==> src/rtl/viterbi_pkg.sv <==
// ---------------------------------------------------------------------------
// viterbi_pkg
//   Shared types and helpers for the rate-1/2 Viterbi decoder datapath.
//   SOFT_W_DEF / MET_W_DEF : default soft-symbol and branch-metric widths
//   bm_t / bm_vec_t        : one branch metric / the four metrics of a beat
//   met_wide_t             : wide carrier so min4() serves any metric width
//   min4()                 : smallest of four values (BMC and ACS normaliser)
// ---------------------------------------------------------------------------
package viterbi_pkg;

    localparam int SOFT_W_DEF = 3;
    localparam int MET_W_DEF  = SOFT_W_DEF + 1;
    localparam int MIN4_W     = 16;

    typedef logic [MET_W_DEF-1:0] bm_t;
    typedef bm_t                  bm_vec_t [4];
    typedef logic [MIN4_W-1:0]    met_wide_t;

    function automatic met_wide_t min4(input met_wide_t a, input met_wide_t b,
                                       input met_wide_t c, input met_wide_t d);
        met_wide_t ab;
        met_wide_t cd;
        ab = (a < b) ? a : b;
        cd = (c < d) ? c : d;
        return (ab < cd) ? ab : cd;
    endfunction

endpackage

==> src/rtl/bmc_sym_dist.sv <==
// ---------------------------------------------------------------------------
// bmc_sym_dist
//   Combinational distance of one received symbol to an expected '0' and '1'.
//   sym       in  SOFT_W  offset-binary soft symbol (0 = strong '0')
//   mode_hard in  1       use only the symbol MSB as a 0/1 decision
//   erase     in  1       punctured position: both distances forced to 0
//   d0, d1    out SOFT_W  distance to expected bit 0 / bit 1
// ---------------------------------------------------------------------------
module bmc_sym_dist #(
    parameter int SOFT_W = 3
) (
    input  logic [SOFT_W-1:0] sym,
    input  logic              mode_hard,
    input  logic              erase,
    output logic [SOFT_W-1:0] d0,
    output logic [SOFT_W-1:0] d1
);

    localparam logic [SOFT_W-1:0] SOFT_MAX = '1;

    always_comb begin
        d0 = '0;
        d1 = '0;
        if (!erase) begin
            if (mode_hard) begin
                d0[0] = sym[SOFT_W-1];
                d1[0] = !sym[SOFT_W-1];
            end else begin
                d0 = sym;
                d1 = SOFT_MAX - sym;
            end
        end
    end

endmodule

==> src/rtl/bmc_soft_pipe.sv <==
// ---------------------------------------------------------------------------
// bmc_soft_pipe
//   Two-stage branch-metric unit feeding the ACS array. Stage 1 registers
//   per-symbol distances, stage 2 registers the four min-normalised metrics.
//   clk, rst            clock / synchronous active-high reset
//   mode_hard           hard (MSB) or soft decisions, travels with the beat
//   in_valid/in_ready   input handshake; in_ready = pipe can advance
//   rx_sym, rx_erase    received symbol pair and per-symbol erasure
//   in_last             last beat of frame
//   out_valid/out_ready output handshake towards the ACS
//   bm[k]               metric for expected pair k (k[1] <-> rx_sym[1])
//   out_last            in_last delayed with its beat
//   sym_cnt             index of the presented beat within its frame
// ---------------------------------------------------------------------------
module bmc_soft_pipe
    import viterbi_pkg::*;
#(
    parameter int SOFT_W = SOFT_W_DEF,
    parameter int MET_W  = SOFT_W + 1,
    parameter int CNT_W  = 16
) (
    input  logic                    clk,
    input  logic                    rst,
    input  logic                    mode_hard,
    input  logic                    in_valid,
    output logic                    in_ready,
    input  logic [1:0][SOFT_W-1:0]  rx_sym,
    input  logic [1:0]              rx_erase,
    input  logic                    in_last,
    output logic                    out_valid,
    input  logic                    out_ready,
    output logic [3:0][MET_W-1:0]   bm,
    output logic                    out_last,
    output logic [CNT_W-1:0]        sym_cnt
);

    localparam int RAW_W = SOFT_W + 1;

    if (MET_W < SOFT_W + 1) begin : g_bad_met_w
        $error("bmc_soft_pipe: MET_W must be at least SOFT_W+1");
    end
    if (RAW_W > MIN4_W) begin : g_bad_soft_w
        $error("bmc_soft_pipe: SOFT_W too wide for min4 carrier");
    end

    // The whole pipe moves as one; a stalled output freezes stage 1 too.
    logic adv;
    assign adv      = !out_valid || out_ready;
    assign in_ready = adv;

    logic [1:0][SOFT_W-1:0] d0_c, d1_c;
    logic [1:0][SOFT_W-1:0] d0_q, d1_q;
    logic                   s1_valid;
    logic                   s1_last;

    for (genvar i = 0; i < 2; i++) begin : g_dist
        bmc_sym_dist #(.SOFT_W(SOFT_W)) u_dist (
            .sym       (rx_sym[i]),
            .mode_hard (mode_hard),
            .erase     (rx_erase[i]),
            .d0        (d0_c[i]),
            .d1        (d1_c[i])
        );
    end

    logic [3:0][RAW_W-1:0] raw;
    logic [RAW_W-1:0]      raw_min;
    logic [3:0][MET_W-1:0] bm_c;

    always_comb begin
        for (int k = 0; k < 4; k++) begin
            raw[k] = RAW_W'(k[1] ? d1_q[1] : d0_q[1])
                   + RAW_W'(k[0] ? d1_q[0] : d0_q[0]);
        end
        raw_min = RAW_W'(min4(met_wide_t'(raw[0]), met_wide_t'(raw[1]),
                              met_wide_t'(raw[2]), met_wide_t'(raw[3])));
        for (int k = 0; k < 4; k++) begin
            bm_c[k] = MET_W'(raw[k] - raw_min);
        end
    end

    always_ff @(posedge clk) begin
        if (rst) begin
            s1_valid  <= 1'b0;
            s1_last   <= 1'b0;
            d0_q      <= '0;
            d1_q      <= '0;
            out_valid <= 1'b0;
            out_last  <= 1'b0;
            bm        <= '0;
            sym_cnt   <= '0;
        end else begin
            if (out_valid && out_ready) begin
                sym_cnt <= out_last ? '0 : sym_cnt + 1'b1;
            end
            if (adv) begin
                s1_valid  <= in_valid;
                out_valid <= s1_valid;
                if (in_valid) begin
                    d0_q    <= d0_c;
                    d1_q    <= d1_c;
                    s1_last <= in_last;
                end
                if (s1_valid) begin
                    bm       <= bm_c;
                    out_last <= s1_last;
                end
            end
        end
    end

endmodule

==> config.mk <==
export PLATFORM = sky130hd
export DESIGN_NAME = bmc_soft_pipe
export DESIGN_NICKNAME = d
export VERILOG_FILES = /design/src/rtl/viterbi_pkg.sv /design/src/rtl/bmc_sym_dist.sv /design/src/rtl/bmc_soft_pipe.sv
export SDC_FILE = /design/constraint.sdc
export NUM_CORES = 1
export LEC_CHECK = 0
export CAP_MARGIN = 20
export CORE_ASPECT_RATIO = 1.5
export CORE_MARGIN = 2
export CORE_UTILIZATION = 37
export CTS_CLUSTER_SIZE = 8
export DETAILED_ROUTE_END_ITERATION = 8
export HOLD_SLACK_MARGIN = 0.03
export SLEW_MARGIN = 20
export SYNTH_ARGS = -nofsm -noshare
export SYNTH_HDL_FRONTEND = slang
export SYNTH_SLANG_ARGS = --single-unit
export TNS_END_PERCENT = 20
==> constraint.sdc <==
create_clock -name clk -period 5.35 [get_ports clk]
set_clock_uncertainty 0.15 [all_clocks]
set_input_delay 1.605 -clock clk [delete_from_list [all_inputs] [get_ports clk]]
set_output_delay 1.605 -clock clk [all_outputs]
set_load 0.01 [all_outputs]
Word level (Yosys, flattened, before mapping)

Cells that the tools add are included.

Add/subtract/negate cells: 11
Order comparisons: 3
Mux-type cells: 16
Reduce and logical (&&, ||, !) cells: 7

Operator list:

| cell                                           | count |
|---|---|
| adder 16 x 1 -> 16 bit (second input constant) | 1 |
| adder 3 x 3 -> 4 bit                           | 4 |
| 2-to-1 mux 16 bit                              | 1 |
| subtractor 4 bit                               | 4 |
| less-than comparator 4 bit                     | 3 |
| 2-to-1 mux 3 bit                               | 4 |
| 2-to-1 mux 4 bit                               | 3 |
| 2-to-1 mux 2 bit                               | 4 |
| subtractor 3 bit (first input constant)        | 2 |
| 2-to-1 mux 1 bit                               | 4 |
| AND reduction 2 bit                            | 2 |
| logical NOT 1 bit                              | 3 |
| logical AND 1 bit                              | 1 |
| logical OR 1 bit                               | 1 |

Register bits after elaboration: 48
Input port bits: 14
Output and inout bits: 35
Logic and storage cells: 50

Logic depth before layout (Yosys ltp)

Word-level depth: 6
Gate-level depth with buffers: 19

Hierarchy

From an unflattened synthesis, not the netlist that was laid out.

Cell total of the unflattened synthesis: 396
Area, all modules: 3200.6 µm²

Modules (own cells, without submodules):

| module        | times used | cells each | area each (µm²) | seq. area each (µm²) |
|---|---|---|---|---|
| bmc_soft_pipe | 1          | 382        | 3110.5          | 960.9 |
| bmc_sym_dist  | 2          | 7          | 45.0            | 0.0 |

Worst setup path before layout

No wires, ideal clock.

Path type: reg-to-reg
Start: register d1_q[1] (netlist name)
End: register bm[11] (netlist name)
Setup time: 91 ps
Arrival time: 3773 ps
Data required time: 5109 ps
Slack: 1336 ps
Stages on the path, launching flop included: 18
Period minus slack after synthesis: 4014 ps
Path through: dfxtp_1 -> ha_1 -> a21oi_2 -> nand2b_1 -> nor2b_1 -> inv_1 -> ha_1 -> nor2b_1 -> o22a_2 -> o31ai_1 -> a31oi_1 -> o22ai_1 -> ha_1 -> inv_1 -> o21ai_0 -> a211oi_1 -> or4_1 -> a311oi_1

Word-level cells in the longest chain between the ends: 6
Elaborated cells on any way between the ends: 9
Those cells by class: add/sub: 3; order compare: 3; mux: 3

Ends and longest elaborated chain:

| what                                                 | RTL line                             | source |
|---|---|---|
| start, declared                                      | bmc_soft_pipe.sv:52                  | `logic [1:0][SOFT_W-1:0] d0_q, d1_q;` |
| start signal, assigned                               | bmc_soft_pipe.sv:87                  | `d1_q <= '0;` |
| start signal, assigned                               | bmc_soft_pipe.sv:101                 | `d1_q <= d1_c;` |
| adder 3 x 3 -> 4 bit                                 | bmc_soft_pipe.sv:73                  | `+ RAW_W'(k[0] ? d1_q[0] : d0_q[0]);` |
| less-than comparator 4 bit, on equally long branches | viterbi_pkg.sv:23, viterbi_pkg.sv:24 |  |
| 2-to-1 mux 4 bit, on equally long branches           | viterbi_pkg.sv:23, viterbi_pkg.sv:24 |  |
| less-than comparator 4 bit                           | viterbi_pkg.sv:25                    | `return (ab < cd) ? ab : cd;` |
| 2-to-1 mux 4 bit *                                   | viterbi_pkg.sv:25                    |  |
| subtractor 4 bit *                                   | bmc_soft_pipe.sv:78                  | `bm_c[k] = MET_W'(raw[k] - raw_min);` |
| end signal, assigned                                 | bmc_soft_pipe.sv:105                 | `bm <= bm_c;` |
| end, declared                                        | bmc_soft_pipe.sv:32                  | `output logic [3:0][MET_W-1:0] bm,` |

Every way passes the cells marked *; elsewhere a longest branch is shown, timed or not.
A chain may end at the register's enable or synchronous reset.

Final worst setup path

Start: input out_ready
End: output in_ready

Word-level cells in the longest chain between the ends: 1

Ends and longest elaborated chain:

| what             | RTL line            | source |
|---|---|---|
| start, declared  | bmc_soft_pipe.sv:31 | `input logic out_ready,` |
| logical OR 1 bit | bmc_soft_pipe.sv:48 | `assign adv = !out_valid \|\| out_ready;` |
| end, declared    | bmc_soft_pipe.sv:26 | `output logic in_ready,` |

Every way passes these cells.

==> implementation parameters <==
Parameter                              Value

Floorplanning
  Number of rows in the core area    42
  Starting utilization of the core area    0.375
  Total Die Area    0.00963 mm2
  Die width    80.8 um
  Core area    0.00872 mm2
  Die span in y    119 um
  Number of top-level pins    49

Logic synthesis
  Post-synthesis register bit count    48
  Post-synthesis instance total    397
  Async S/R FF share, synth    0
  Count of yosys warnings during synthesis    0
  Syn Nets    445
  Most area-hungry cell type in the Yosys netlist    sky130_fd_sc_hd__dfxtp_1
  Synthesized area per cell    8.24 um2
  Main area contributors after synthesis    sky130_fd_sc_hd__dfxtp_1 (29%), sky130_fd_sc_hd__ha_1 (13%), sky130_fd_sc_hd__a21oi_1 (5.0%), sky130_fd_sc_hd__nor2_1 (4.8%), sky130_fd_sc_hd__nand2_1 (4.0%)
  Number of enable-type register cells in the synthesized netlist    0
  Unique cell type count in the Yosys netlist    63
  Netlist Area Pre-Place    0.00327 mm2
  Sequential share of the synthesized area    0.294
  Synth top cells by count    sky130_fd_sc_hd__dfxtp_1 (48), sky130_fd_sc_hd__nor2_1 (42), sky130_fd_sc_hd__nand2_1 (35), sky130_fd_sc_hd__ha_1 (34), sky130_fd_sc_hd__a21oi_1 (33)
  Main flop type after synthesis    sky130_fd_sc_hd__dfxtp_1
  Fraction of synthesized cell area taken by the top area cell type    0.294
  Dominant cell by count in the synthesized netlist    sky130_fd_sc_hd__dfxtp_1

Global route
  Wire length of the first global-routing pass    12,400 um
  Antenna violations before repair    0
  Global routing usage on met3    0.0265
  Total grt overflow    0
  Busiest metal layer after global routing    met2
  Met2 track demand over resource    0.313
  Vias in the first global route    2,718
  Largest net degree at the start of global routing    21
  GRT Total Usage    0.163
  GRT met1 Usage    0.172

Setup path
  Kind of end point of the critical path    output pin
  Master of the slowest instance on the critical path    sky130_fd_sc_hd__clkdlybuf4s50_1
  Slack of the worst reg-to-reg path    0.78 ns
  Delay contributed by the slowest stage of the critical path    0.57 ns
  Number of buffers and inverters on the critical path    2
  Max Fanout on Critical Path    7
  Type of the worst setup path    primary input to output pin
  Cell count of the worst reg-to-reg path    17
  Beginning of the critical path    out_ready
  Crit-path most repeated cell    sky130_fd_sc_hd__clkdlybuf4s50_1
  Crit path launch type    primary input
  Required time at the worst-slack endpoint    3.60 ns
  Worst endpoint data arrival time    2.86 ns
  Capture point of the worst reg-to-reg path    bm[11]$_SDFFE_PP0P_
  RR Startpoint    d1_q[1]$_SDFFE_PP0P_
  Critical path cell sequence    clkdlybuf4s50_1 -> nand2b_1 -> clkdlybuf4s50_1
  Worst path top cell family by delay    buffers and inverters

Drt
  Number of DRC markers in iteration 0    120
  Final wirelength    7440 um
  Remaining antenna violation count after routing    0
  Average wire per standard cell    13.5 um
  DRC violation count after routing    0
  Total via count after detailed routing    2,883
  Detail-routed via count per cell    5.22
  Number of detailed-routing iterations run before antenna repair    4

CTS
  Post-cts repair resize count    0
  Number of clock sinks    48
  Deepest clock path buffer count    2
  Cell chosen for the clock root    sky130_fd_sc_hd__clkbuf_16
  Number of buffers created by CTS    5
  Clock tree from TritonCTS    yes
  Source-to-sink clock delay at the later pin of the worst-skew pair    0.29 ns
  Number of buffers added for setup after CTS    0
  Clock-pin transition on the worst setup and hold timing paths    0.07 ns
  Number of H-tree levels    2
  Number of buffers inserted by hold repair at cts    0

Worst hold path
  Destination of the worst hold path    bm[9]$_SDFFE_PP0P_
  Startpoint of the tightest hold check path    bm[9]$_SDFFE_PP0P_
  Worst Hold Depth    2
  Classification of the worst-slack hold path    flip-flop to flip-flop

Place
  Placed cell count    544
  Final Wtd Congestion    0.915
  Count of buffers from port buffering    48
  Total placed instance area    0.00385 mm2
  HPWL after detailed placement    6160 um

Timing
  Maximum operating frequency    0.217 GHz
  Number of failing setup endpoints in the final timing report    0
  Final critical path time including I/O delays and setup    4.61 ns
  Hold Fails Final Rpt    0
  Fin crit share    0.862
  Setup repair after global routing missed its margin    no
  Least-Margin Pin Slew    0.645 ns
  Worst-case headroom to the max-slew limit    0.569
  Setup TNS Final    0 ns
  Count of pins over their slew limit    0

Final layout
  Layout-stage area growth over the synthesis result    22.4%
  Total Nets Final    489
  Share of cells above drive strength 1    0.0747
  Post-Layout Cell Count    552
  Fraction of the core area covered by cells at the end of the flow    0.459
  Final design area excluding fillers    0.00401 mm2
  Number of antenna repair diodes    0

Job
  Maximum Capacitance Violations    0

Power
  Leakage power of the design    1.61 nW
  Largest voltage drop on the vdd net    172 uV
  P per Cell Area    231 mW/mm2

Outcome
  Outcome    complete, no violations
[how the worst max path moves through the flow]
stage | endpoint | cells past startpoint
6_report | in_ready | 3
5_1_grt | bm[11]$_SDFFE_PP0P_ | 17
4_1_cts | in_ready | 3
3_5_place_dp | in_ready | 3
3_3_place_gp | in_ready | 3
2_1_floorplan | bm[11]$_SDFFE_PP0P_ | 17
[worst register-to-register path: cells and delay by family, from the launching register on]
family / cells / cell delay (ns)
compound gates: 8 / 1.89
simple gates: 4 / 1.13
fa+ha+maj: 3 / 0.85
flops: 1 / 0.34
buf+inv: 2 / 0.12
[layout by cell type, fill, tap and decap left out, drive strengths merged, types with 3 or more instances in the layout]
master / instances
mux2i: 4
or3: 5
xnor2: 16
a211oi: 11
ha: 34
clkdlybuf4s50: 48
a31oi: 4
nand3: 10
nor3: 8
dfxtp: 48
and2: 5
xor2: 11
nand2b: 6
clkbuf: 6
inv: 27
buf: 3
nand3b: 5
nor2: 42
nand4: 3
o22ai: 3
o31ai: 5
nor2b: 4
nand2: 35
a21boi: 3
and3: 5
a2bb2oi: 4
o21ai: 13
a21oi: 40
a21o: 4
nor4: 6
[registers in the layout, summed over array words and instances (netlist names)]
name       cells
bm            16
d0_q           6
d1_q           6
out_last       1
out_valid      1
s1_last        1
s1_valid       1
sym_cnt       16
[where the power goes]
part           switching (mW)  internal (mW)  total (mW)
sequential            0.00994          0.371       0.381
combinational           0.123         0.0988       0.222
clock                   0.136          0.187       0.323
[cells by family (layout without fill, tap and decap cells)]
family,Yosys count,after routing,share of synthesized area
simple gates,138,138,0.203
flops,48,48,0.294
compound gates,105,105,0.233
fa+ha+maj,35,35,0.133
mux,4,4,0.0122
buf+inv,40,85,0.0482
xor+xnor,27,27,0.0769
[per-layer routing]
layer	up-vias	part of all wire
li1	1498	-
met4	0	0.022
met5	-	0
met1	1321	0.41
met2	52	0.54
met3	12	0.031
[cell type report]
class / count / area (um2)
fill: 893 / 4720
multi-input combinational: 309 / 2150
sequential: 48 / 961
timing repair buffer: 51 / 503
clock buffer: 6 / 139
tap: 110 / 138
inverter: 26 / 97.6
clock inverter: 2 / 13.8
[through the flow]
stage | power (mW) | setup WS (ns) | hold WS [ns]
final | 0.926 | 0.739 | 0.307
after global routing | 0.978 | 0.410 | 0.335
after CTS | 0.937 | 0.723 | 0.312
after detailed placement | 0.611 | 0.735 | 0.302
after global placement | 0.610 | 0.759 | 0.293
after floorplan | 0.540 | 1.34 | 0.282
Power figures use the tool's default switching activity.
